==> config.mk <==
export PLATFORM = sky130hd
export DESIGN_NAME = pipe_ctrl_flat
export DESIGN_NICKNAME = d
export VERILOG_FILES = /design/src/rtl/pipe_ctrl_if.sv /design/src/rtl/pipe_ctrl.sv /design/src/flat_wrapper.sv
export SDC_FILE = /design/constraint.sdc
export NUM_CORES = 1
export LEC_CHECK = 0
export BUFFER_PORTS_ARGS = -buffer_cell sky130_fd_sc_hd__buf_4
export CORE_MARGIN = 8
export CORE_UTILIZATION = 40
export CTS_CLUSTER_DIAMETER = 60
export DETAILED_ROUTE_END_ITERATION = 16
export PLACE_DENSITY = 0.82
export SYNTH_ARGS = -nofsm -noshare
export SYNTH_HDL_FRONTEND = slang
export SYNTH_SLANG_ARGS = --single-unit
export TNS_END_PERCENT = 5
==> constraint.sdc <==
create_clock -name clk -period 1.35 [get_ports clk]
set_clock_uncertainty 0.1 [all_clocks]
set_input_delay 0 -clock clk [delete_from_list [all_inputs] [get_ports clk]]
set_output_delay 0 -clock clk [all_outputs]
set_load 0.01 [all_outputs]
==> src/rtl/pipe_ctrl_if.sv <==
// Handshake bundle between the pipeline stages and pipe_ctrl: stall requests
// and redirects in, per-stage hold / flush / status out.
interface pipe_ctrl_if;
    logic        stallreq_if;
    logic        stallreq_id;
    logic        stallreq_ex;
    logic        stallreq_mem;
    logic        flush_req;
    logic [31:0] flush_pc;
    logic [5:0]  stall;
    logic        flush;
    logic [31:0] new_pc;
    logic        stall_timeout;
    logic [31:0] stall_cycles;
    logic [15:0] flush_count;

    // Pipeline side: raises requests, consumes hold/flush controls.
    modport master (
        output stallreq_if, stallreq_id, stallreq_ex, stallreq_mem,
        output flush_req, flush_pc,
        input  stall, flush, new_pc, stall_timeout, stall_cycles, flush_count
    );

    // Controller side.
    modport slave (
        input  stallreq_if, stallreq_id, stallreq_ex, stallreq_mem,
        input  flush_req, flush_pc,
        output stall, flush, new_pc, stall_timeout, stall_cycles, flush_count
    );
endinterface

==> src/rtl/pipe_ctrl.sv <==
// Pipeline hazard controller: priority stall encoding, one-cycle flush/redirect,
// stall watchdog. Define PIPE_CTRL_PERF_EN to build the stall/flush perf counters.
module pipe_ctrl #(
    parameter int unsigned WDT_LIMIT = 1024
) (
    input logic        clk,
    input logic        rst,
    pipe_ctrl_if.slave bus
);
    localparam int unsigned WDT_W = 16;
    localparam int unsigned PC_W  = 32;
    localparam int unsigned STG_W = 6;
    localparam int unsigned SC_W  = 32;
    localparam int unsigned FC_W  = 16;

    localparam logic [0:0] ST_RUN   = 1'b0;
    localparam logic [0:0] ST_FLUSH = 1'b1;

    logic [0:0]       state;
    logic [0:0]       state_nxt;
    logic [STG_W-1:0] stall_c;
    logic             flush_q;
    logic [PC_W-1:0]  pc_q;
    logic [WDT_W-1:0] wdt_cnt;
    logic             timeout_q;

    // State register.
    always_ff @(posedge clk or posedge rst) begin
        if (rst) begin
            state <= ST_RUN;
        end else begin
            state <= state_nxt;
        end
    end

    // Next state and stall decode; the deepest requesting stage freezes itself
    // and everything upstream, while writeback is never held.
    always_comb begin
        state_nxt = state;
        stall_c   = '0;
        case (state)
            ST_RUN: begin
                if (bus.flush_req) begin
                    state_nxt = ST_FLUSH;
                end
                if (bus.stallreq_mem) begin
                    stall_c = 6'b011111;
                end else if (bus.stallreq_ex) begin
                    stall_c = 6'b001111;
                end else if (bus.stallreq_id) begin
                    stall_c = 6'b000111;
                end else if (bus.stallreq_if) begin
                    stall_c = 6'b000011;
                end
            end
            ST_FLUSH: begin
                state_nxt = ST_RUN;
            end
            default: begin
                state_nxt = ST_RUN;
            end
        endcase
        if (rst) begin
            stall_c = '0;
        end
    end

    // Flush pulse and redirect target, captured on entry to FLUSH only.
    always_ff @(posedge clk or posedge rst) begin
        if (rst) begin
            flush_q <= 1'b0;
            pc_q    <= '0;
        end else if (state_nxt == ST_FLUSH) begin
            flush_q <= 1'b1;
            pc_q    <= bus.flush_pc;
        end else begin
            flush_q <= 1'b0;
            pc_q    <= '0;
        end
    end

    // Watchdog: length of the current stall run, saturating; flag is sticky.
    always_ff @(posedge clk or posedge rst) begin
        if (rst) begin
            wdt_cnt   <= '0;
            timeout_q <= 1'b0;
        end else begin
            if (stall_c == '0) begin
                wdt_cnt <= '0;
            end else if (wdt_cnt != WDT_W'(WDT_LIMIT)) begin
                wdt_cnt <= wdt_cnt + WDT_W'(1);
            end
            if (wdt_cnt == WDT_W'(WDT_LIMIT)) begin
                timeout_q <= 1'b1;
            end
        end
    end

`ifdef PIPE_CTRL_PERF_EN
    logic [SC_W-1:0] stall_cycles_q;
    logic [FC_W-1:0] flush_count_q;

    // Saturating performance counters.
    always_ff @(posedge clk or posedge rst) begin
        if (rst) begin
            stall_cycles_q <= '0;
            flush_count_q  <= '0;
        end else begin
            if (stall_c[0] && (stall_cycles_q != '1)) begin
                stall_cycles_q <= stall_cycles_q + SC_W'(1);
            end
            if ((state == ST_FLUSH) && (flush_count_q != '1)) begin
                flush_count_q <= flush_count_q + FC_W'(1);
            end
        end
    end

    assign bus.stall_cycles = stall_cycles_q;
    assign bus.flush_count  = flush_count_q;
`else
    assign bus.stall_cycles = '0;
    assign bus.flush_count  = '0;
`endif

    assign bus.stall         = stall_c;
    assign bus.flush         = flush_q;
    assign bus.new_pc        = pc_q;
    assign bus.stall_timeout = timeout_q;

endmodule

==> src/flat_wrapper.sv <==
// flat-port wrapper written by rule: the top's interface ports become plain ports
module pipe_ctrl_flat 
#(
    parameter int unsigned WDT_LIMIT = 1024
)
  (clk, rst, bus_stallreq_if, bus_stallreq_id, bus_stallreq_ex, bus_stallreq_mem, bus_flush_req, bus_flush_pc, bus_stall, bus_flush, bus_new_pc, bus_stall_timeout, bus_stall_cycles, bus_flush_count);
  pipe_ctrl_if bus_i ();
  input logic clk;
  input logic rst;
  input wire logic [$bits(bus_i.stallreq_if)-1:0] bus_stallreq_if;
  input wire logic [$bits(bus_i.stallreq_id)-1:0] bus_stallreq_id;
  input wire logic [$bits(bus_i.stallreq_ex)-1:0] bus_stallreq_ex;
  input wire logic [$bits(bus_i.stallreq_mem)-1:0] bus_stallreq_mem;
  input wire logic [$bits(bus_i.flush_req)-1:0] bus_flush_req;
  input wire logic [$bits(bus_i.flush_pc)-1:0] bus_flush_pc;
  output wire logic [$bits(bus_i.stall)-1:0] bus_stall;
  output wire logic [$bits(bus_i.flush)-1:0] bus_flush;
  output wire logic [$bits(bus_i.new_pc)-1:0] bus_new_pc;
  output wire logic [$bits(bus_i.stall_timeout)-1:0] bus_stall_timeout;
  output wire logic [$bits(bus_i.stall_cycles)-1:0] bus_stall_cycles;
  output wire logic [$bits(bus_i.flush_count)-1:0] bus_flush_count;
  assign bus_i.stallreq_if = bus_stallreq_if;
  assign bus_i.stallreq_id = bus_stallreq_id;
  assign bus_i.stallreq_ex = bus_stallreq_ex;
  assign bus_i.stallreq_mem = bus_stallreq_mem;
  assign bus_i.flush_req = bus_flush_req;
  assign bus_i.flush_pc = bus_flush_pc;
  assign bus_stall = bus_i.stall;
  assign bus_flush = bus_i.flush;
  assign bus_new_pc = bus_i.new_pc;
  assign bus_stall_timeout = bus_i.stall_timeout;
  assign bus_stall_cycles = bus_i.stall_cycles;
  assign bus_flush_count = bus_i.flush_count;
  pipe_ctrl #(.WDT_LIMIT(WDT_LIMIT)) u_core (.clk(clk), .rst(rst), .bus(bus_i));
endmodule
==> Flow_metrics.wiki <==
{| class="wikitable"
! Metric !! Value
|-
| Sequential area share after synthesis || 52.6%
|-
| Via-to-Cell Ratio || 4.29
|-
| Count of input and output buffers || 77
|-
| PD cells || 900 mW/mm2
|-
| Async set-reset flop share out of synthesis || 100%
|-
| Setup TNS || -1.38 ns
|-
| Most used flip-flop cell after synthesis || sky130_fd_sc_hd__dfrtp_1
|-
| Number of buffers created by CTS || 5
|-
| Max Cap Violations || 0
|-
| Final hold slack || -0.0367 ns
|-
| Die Wd || 93.1 um
|-
| Number of instances in the synthesized netlist || 215
|-
| Final worst slack || -0.152 ns
|-
| Mean instance size in the synthesized netlist || 11.1 um2
|-
| Critical path endpoint category || register
|-
| Crit share post-route || 111%
|-
| DIE AREA || 0.00867 mm2
|-
| Maximum clock rate || 666 MHz
|-
| Via count of the routed design || 1845
|-
| Slew Limit Fails || 0
|-
| Number of global-route vias before repair || 2011
|-
| Core ar. || 0.00585 mm2
|-
| Initial standard-cell utilization of the core || 40.7%
|-
| Data required time at the worst endpoint || 1.44 ns
|-
| LEAKAGE || 1.83 nW
|-
| Worst setup SP type || register
|-
| Number of remaining DRC errors || 0
|-
| Residual antenna-violating net count after detailed routing || 0
|-
| Floorplan die height || 93.1 um
|-
| Failing checks || hold timing, setup timing
|-
| Final Instance Count excl. Fillers || 430
|-
| IR Drop Worst-Case VDD || 621 uV
|-
| HPWL after DPL || 4430 um
|-
| Critical Setup Path Class || reg -> reg
|-
| Final hold violation count || 2
|-
| Final setup vio count || 16
|-
| Standard-cell row count || 28
|-
| Initial DRC count || 26
|-
| DP Area || 0.00305 mm2
|-
| Antenna violations before repair || 0
|-
| Hold buffer count at cts || 34
|-
| Number of register bits inferred by synthesis || 50
|-
| Bufs on Longest Clock Path || 2
|-
| Biggest cell delay along the critical path || 0.43 ns
|-
| Slowest stage cell on the critical path || sky130_fd_sc_hd__dfrtp_1
|-
| Number of warnings reported in the yosys synthesis log || 0
|-
| Worst min-delay path category || in -> reg
|-
| Clock root buffer || sky130_fd_sc_hd__clkbuf_8
|-
| Crit Path Max Fanout || 4
|-
| Final min period || 1.50 ns
|-
| Iteration count of the initial detailed-routing pass || 4
|-
| Count of flip-flops with a built-in enable after synthesis || 0
|-
| Final-stage net count || 395
|-
| Setup Slack @ Placement || -0.149 ns
|-
| Fraction of final layout cells with drive strength greater than 1 || 38.0%
|-
| Clock H-tree levels || 2
|-
| CTS sink count || 50
|-
| Pin count of the biggest net entering global routing || 33
|-
| All-Layer GR Usage || 14.0%
|-
| Area growth from synthesis to final layout || 50.2%
|-
| Cell Area, Synth || 0.00238 mm2
|-
| Arrival time of data at the critical path endpoint || 1.59 ns
|-
| Global-route wire length before repair || 9730 um
|-
| Clk slew on worst S/H paths || 0.10 ns
|-
| Highest-count cells in the layout ignoring fill and taps || sky130_fd_sc_hd__buf_4 (101), sky130_fd_sc_hd__dfrtp_1 (50), sky130_fd_sc_hd__conb_1 (49)
|-
| Final global-route overflow total || 0
|-
| Commonest non-fill, non-tap cell in the layout || sky130_fd_sc_hd__buf_4
|-
| Number of diodes added for antenna fixing || 0
|-
| Result of the run || complete, but fails checks
|-
| Number of instances in the placed design || 387
|-
| I/O pin total || 127
|-
| Routed wire length || 6170 um
|-
| TritonCTS clock tree || done
|-
| Final Util || 61.1%
|-
| Worst skew pair latency || 0.30 ns
|-
| Critical Path, Cell by Cell || inv_2 > ha_4 > and3b_1 > nand4_1 > xnor2_1 > nor2_1
|-
| Number of different library cells in the post-synthesis netlist || 35
|-
| Routed length per instance || 14.3 um
|-
| Finished Cell Area || 0.00357 mm2
|-
| Weighted congestion reported at the end of routability-driven placement || 0.810
|-
| Unrepaired setup endpoints after global routing || yes
|}
-- report_power, final --
| group | switching (mW) | total [mW] | internal (mW) |
|---|---|---|---|
| logic | 0.263 | 0.554 | 0.291 |
| registers | 0.0209 | 1.57 | 1.55 |
| clock network | 0.527 | 1.09 | 0.562 |
| total | 0.811 | 3.22 | 2.41 |
-- sequential cells by signal, indices dropped and copies added, names as in the netlist --
register	flops
u_core.wdt_cnt	16
u_core.bus.new_pc	32
u_core.bus.stall_timeout	1
u_core.bus.flush	1
-- stage by stage --
stage	hold slack, ns	power, mW
6_report	-0.0367	3.22
5_1_grt	-0.0306	3.37
4_1_cts	-0.0636	3.23
3_5_place_dp	0.00834	2.06
3_3_place_gp	-0.00965	2.04
2_1_floorplan	-0.0497	1.91
-- synthesized netlist by cell type (2+ instances only) --
| cell | n | area [um2] |
|---|---|---|
| sky130_fd_sc_hd__and2_1 | 32 | 200 |
| sky130_fd_sc_hd__nand3_1 | 4 | 20.0 |
| sky130_fd_sc_hd__buf_2 | 2 | 10.0 |
| sky130_fd_sc_hd__or3_1 | 2 | 12.5 |
| sky130_fd_sc_hd__clkbuf_1 | 3 | 11.3 |
| sky130_fd_sc_hd__and4_1 | 2 | 17.5 |
| sky130_fd_sc_hd__nand2b_1 | 2 | 12.5 |
| sky130_fd_sc_hd__a21oi_1 | 2 | 10.0 |
| sky130_fd_sc_hd__nor2_2 | 2 | 12.5 |
| sky130_fd_sc_hd__buf_4 | 50 | 375 |
| sky130_fd_sc_hd__nor4_2 | 2 | 25.0 |
| sky130_fd_sc_hd__nor2_1 | 12 | 45.0 |
| sky130_fd_sc_hd__nand4_1 | 4 | 25.0 |
| sky130_fd_sc_hd__inv_1 | 4 | 15.0 |
| sky130_fd_sc_hd__mux2i_1 | 2 | 20.0 |
| sky130_fd_sc_hd__nand2_1 | 5 | 18.8 |
| sky130_fd_sc_hd__ha_1 | 2 | 25.0 |
| sky130_fd_sc_hd__xnor2_1 | 6 | 52.6 |
| sky130_fd_sc_hd__xor2_1 | 6 | 52.6 |
| sky130_fd_sc_hd__nor3_1 | 4 | 20.0 |
| sky130_fd_sc_hd__nor4_1 | 4 | 25.0 |
| sky130_fd_sc_hd__dfrtp_1 | 50 | 1250 |
-- critical path, delay by kind of cell, from the launching register on --
kind	cells	cell delay, ns
xor+xnor	1	0.24
flops	1	0.43
fa+ha+maj	1	0.12
simple gates	3	0.42
buf+inv	1	0.09
-- cells by family (layout without fill, tap and decap cells) --
| logic type | after synthesis | after routing | synth area share (%) |
|---|---|---|---|
| compound gates | 3 | 3 | 0.631 |
| simple gates | 85 | 85 | 22.9 |
| other cells | 1 | 49 | 0.158 |
| mux | 2 | 2 | 0.841 |
| buf+inv | 60 | 152 | 17.5 |
| fa+ha+maj | 2 | 2 | 1.05 |
| xor+xnor | 12 | 12 | 4.42 |
| flops | 50 | 50 | 52.6 |
-- cell type report --
cell class	count	area, um2
clock buffers	5	68.8
clock inverters	3	47.5
fillers	476	2280
inverters	5	21.3
multi-input cells	153	940
flip-flops and latches	50	1250
well taps	75	93.8
repair buffers	139	1150
-- final timing paths --
kind                                                        end  cells past startpoint  slack, ns                                 start
max in group asynchronous       u_core.bus.new_pc[18]$_DFF_PP0_                      4       0.62                                   rst
min in group asynchronous         u_core.wdt_cnt[5]$_DFFE_PP0P_                      4       0.25                                   rst
hold / removal                    u_core.wdt_cnt[6]$_DFFE_PP0P_                      3      -0.04                                   rst
hold reg to reg            u_core.bus.stall_timeout$_DFFE_PP0N_                      1       0.37  u_core.bus.stall_timeout$_DFFE_PP0N_
setup / recovery                  u_core.wdt_cnt[0]$_DFFE_PP0P_                      6      -0.15         u_core.wdt_cnt[0]$_DFFE_PP0P_
setup reg to reg                  u_core.wdt_cnt[0]$_DFFE_PP0P_                      6      -0.15         u_core.wdt_cnt[0]$_DFFE_PP0P_
-- routing by layer --
metal	global-route usage (%)	vias to the layer above	share of wire (%)	wire, um
met5	0	-	0	0
met4	6.17	0	2.4	150
met3	5.85	13	8.8	545
met2	27.0	71	57	3530
met1	12.4	889	31	1940
li1	-	872	-	-
-- timing repair --
item / CTS / global route
gates resized for setup: 6 / 8
pin swaps: 8 / 5
endpoints found under the hold margin: 85 / 2
setup endpoints to repair: 17 / 31
buffers inserted: 0 / 1
Power figures use the tool's default switching activity.
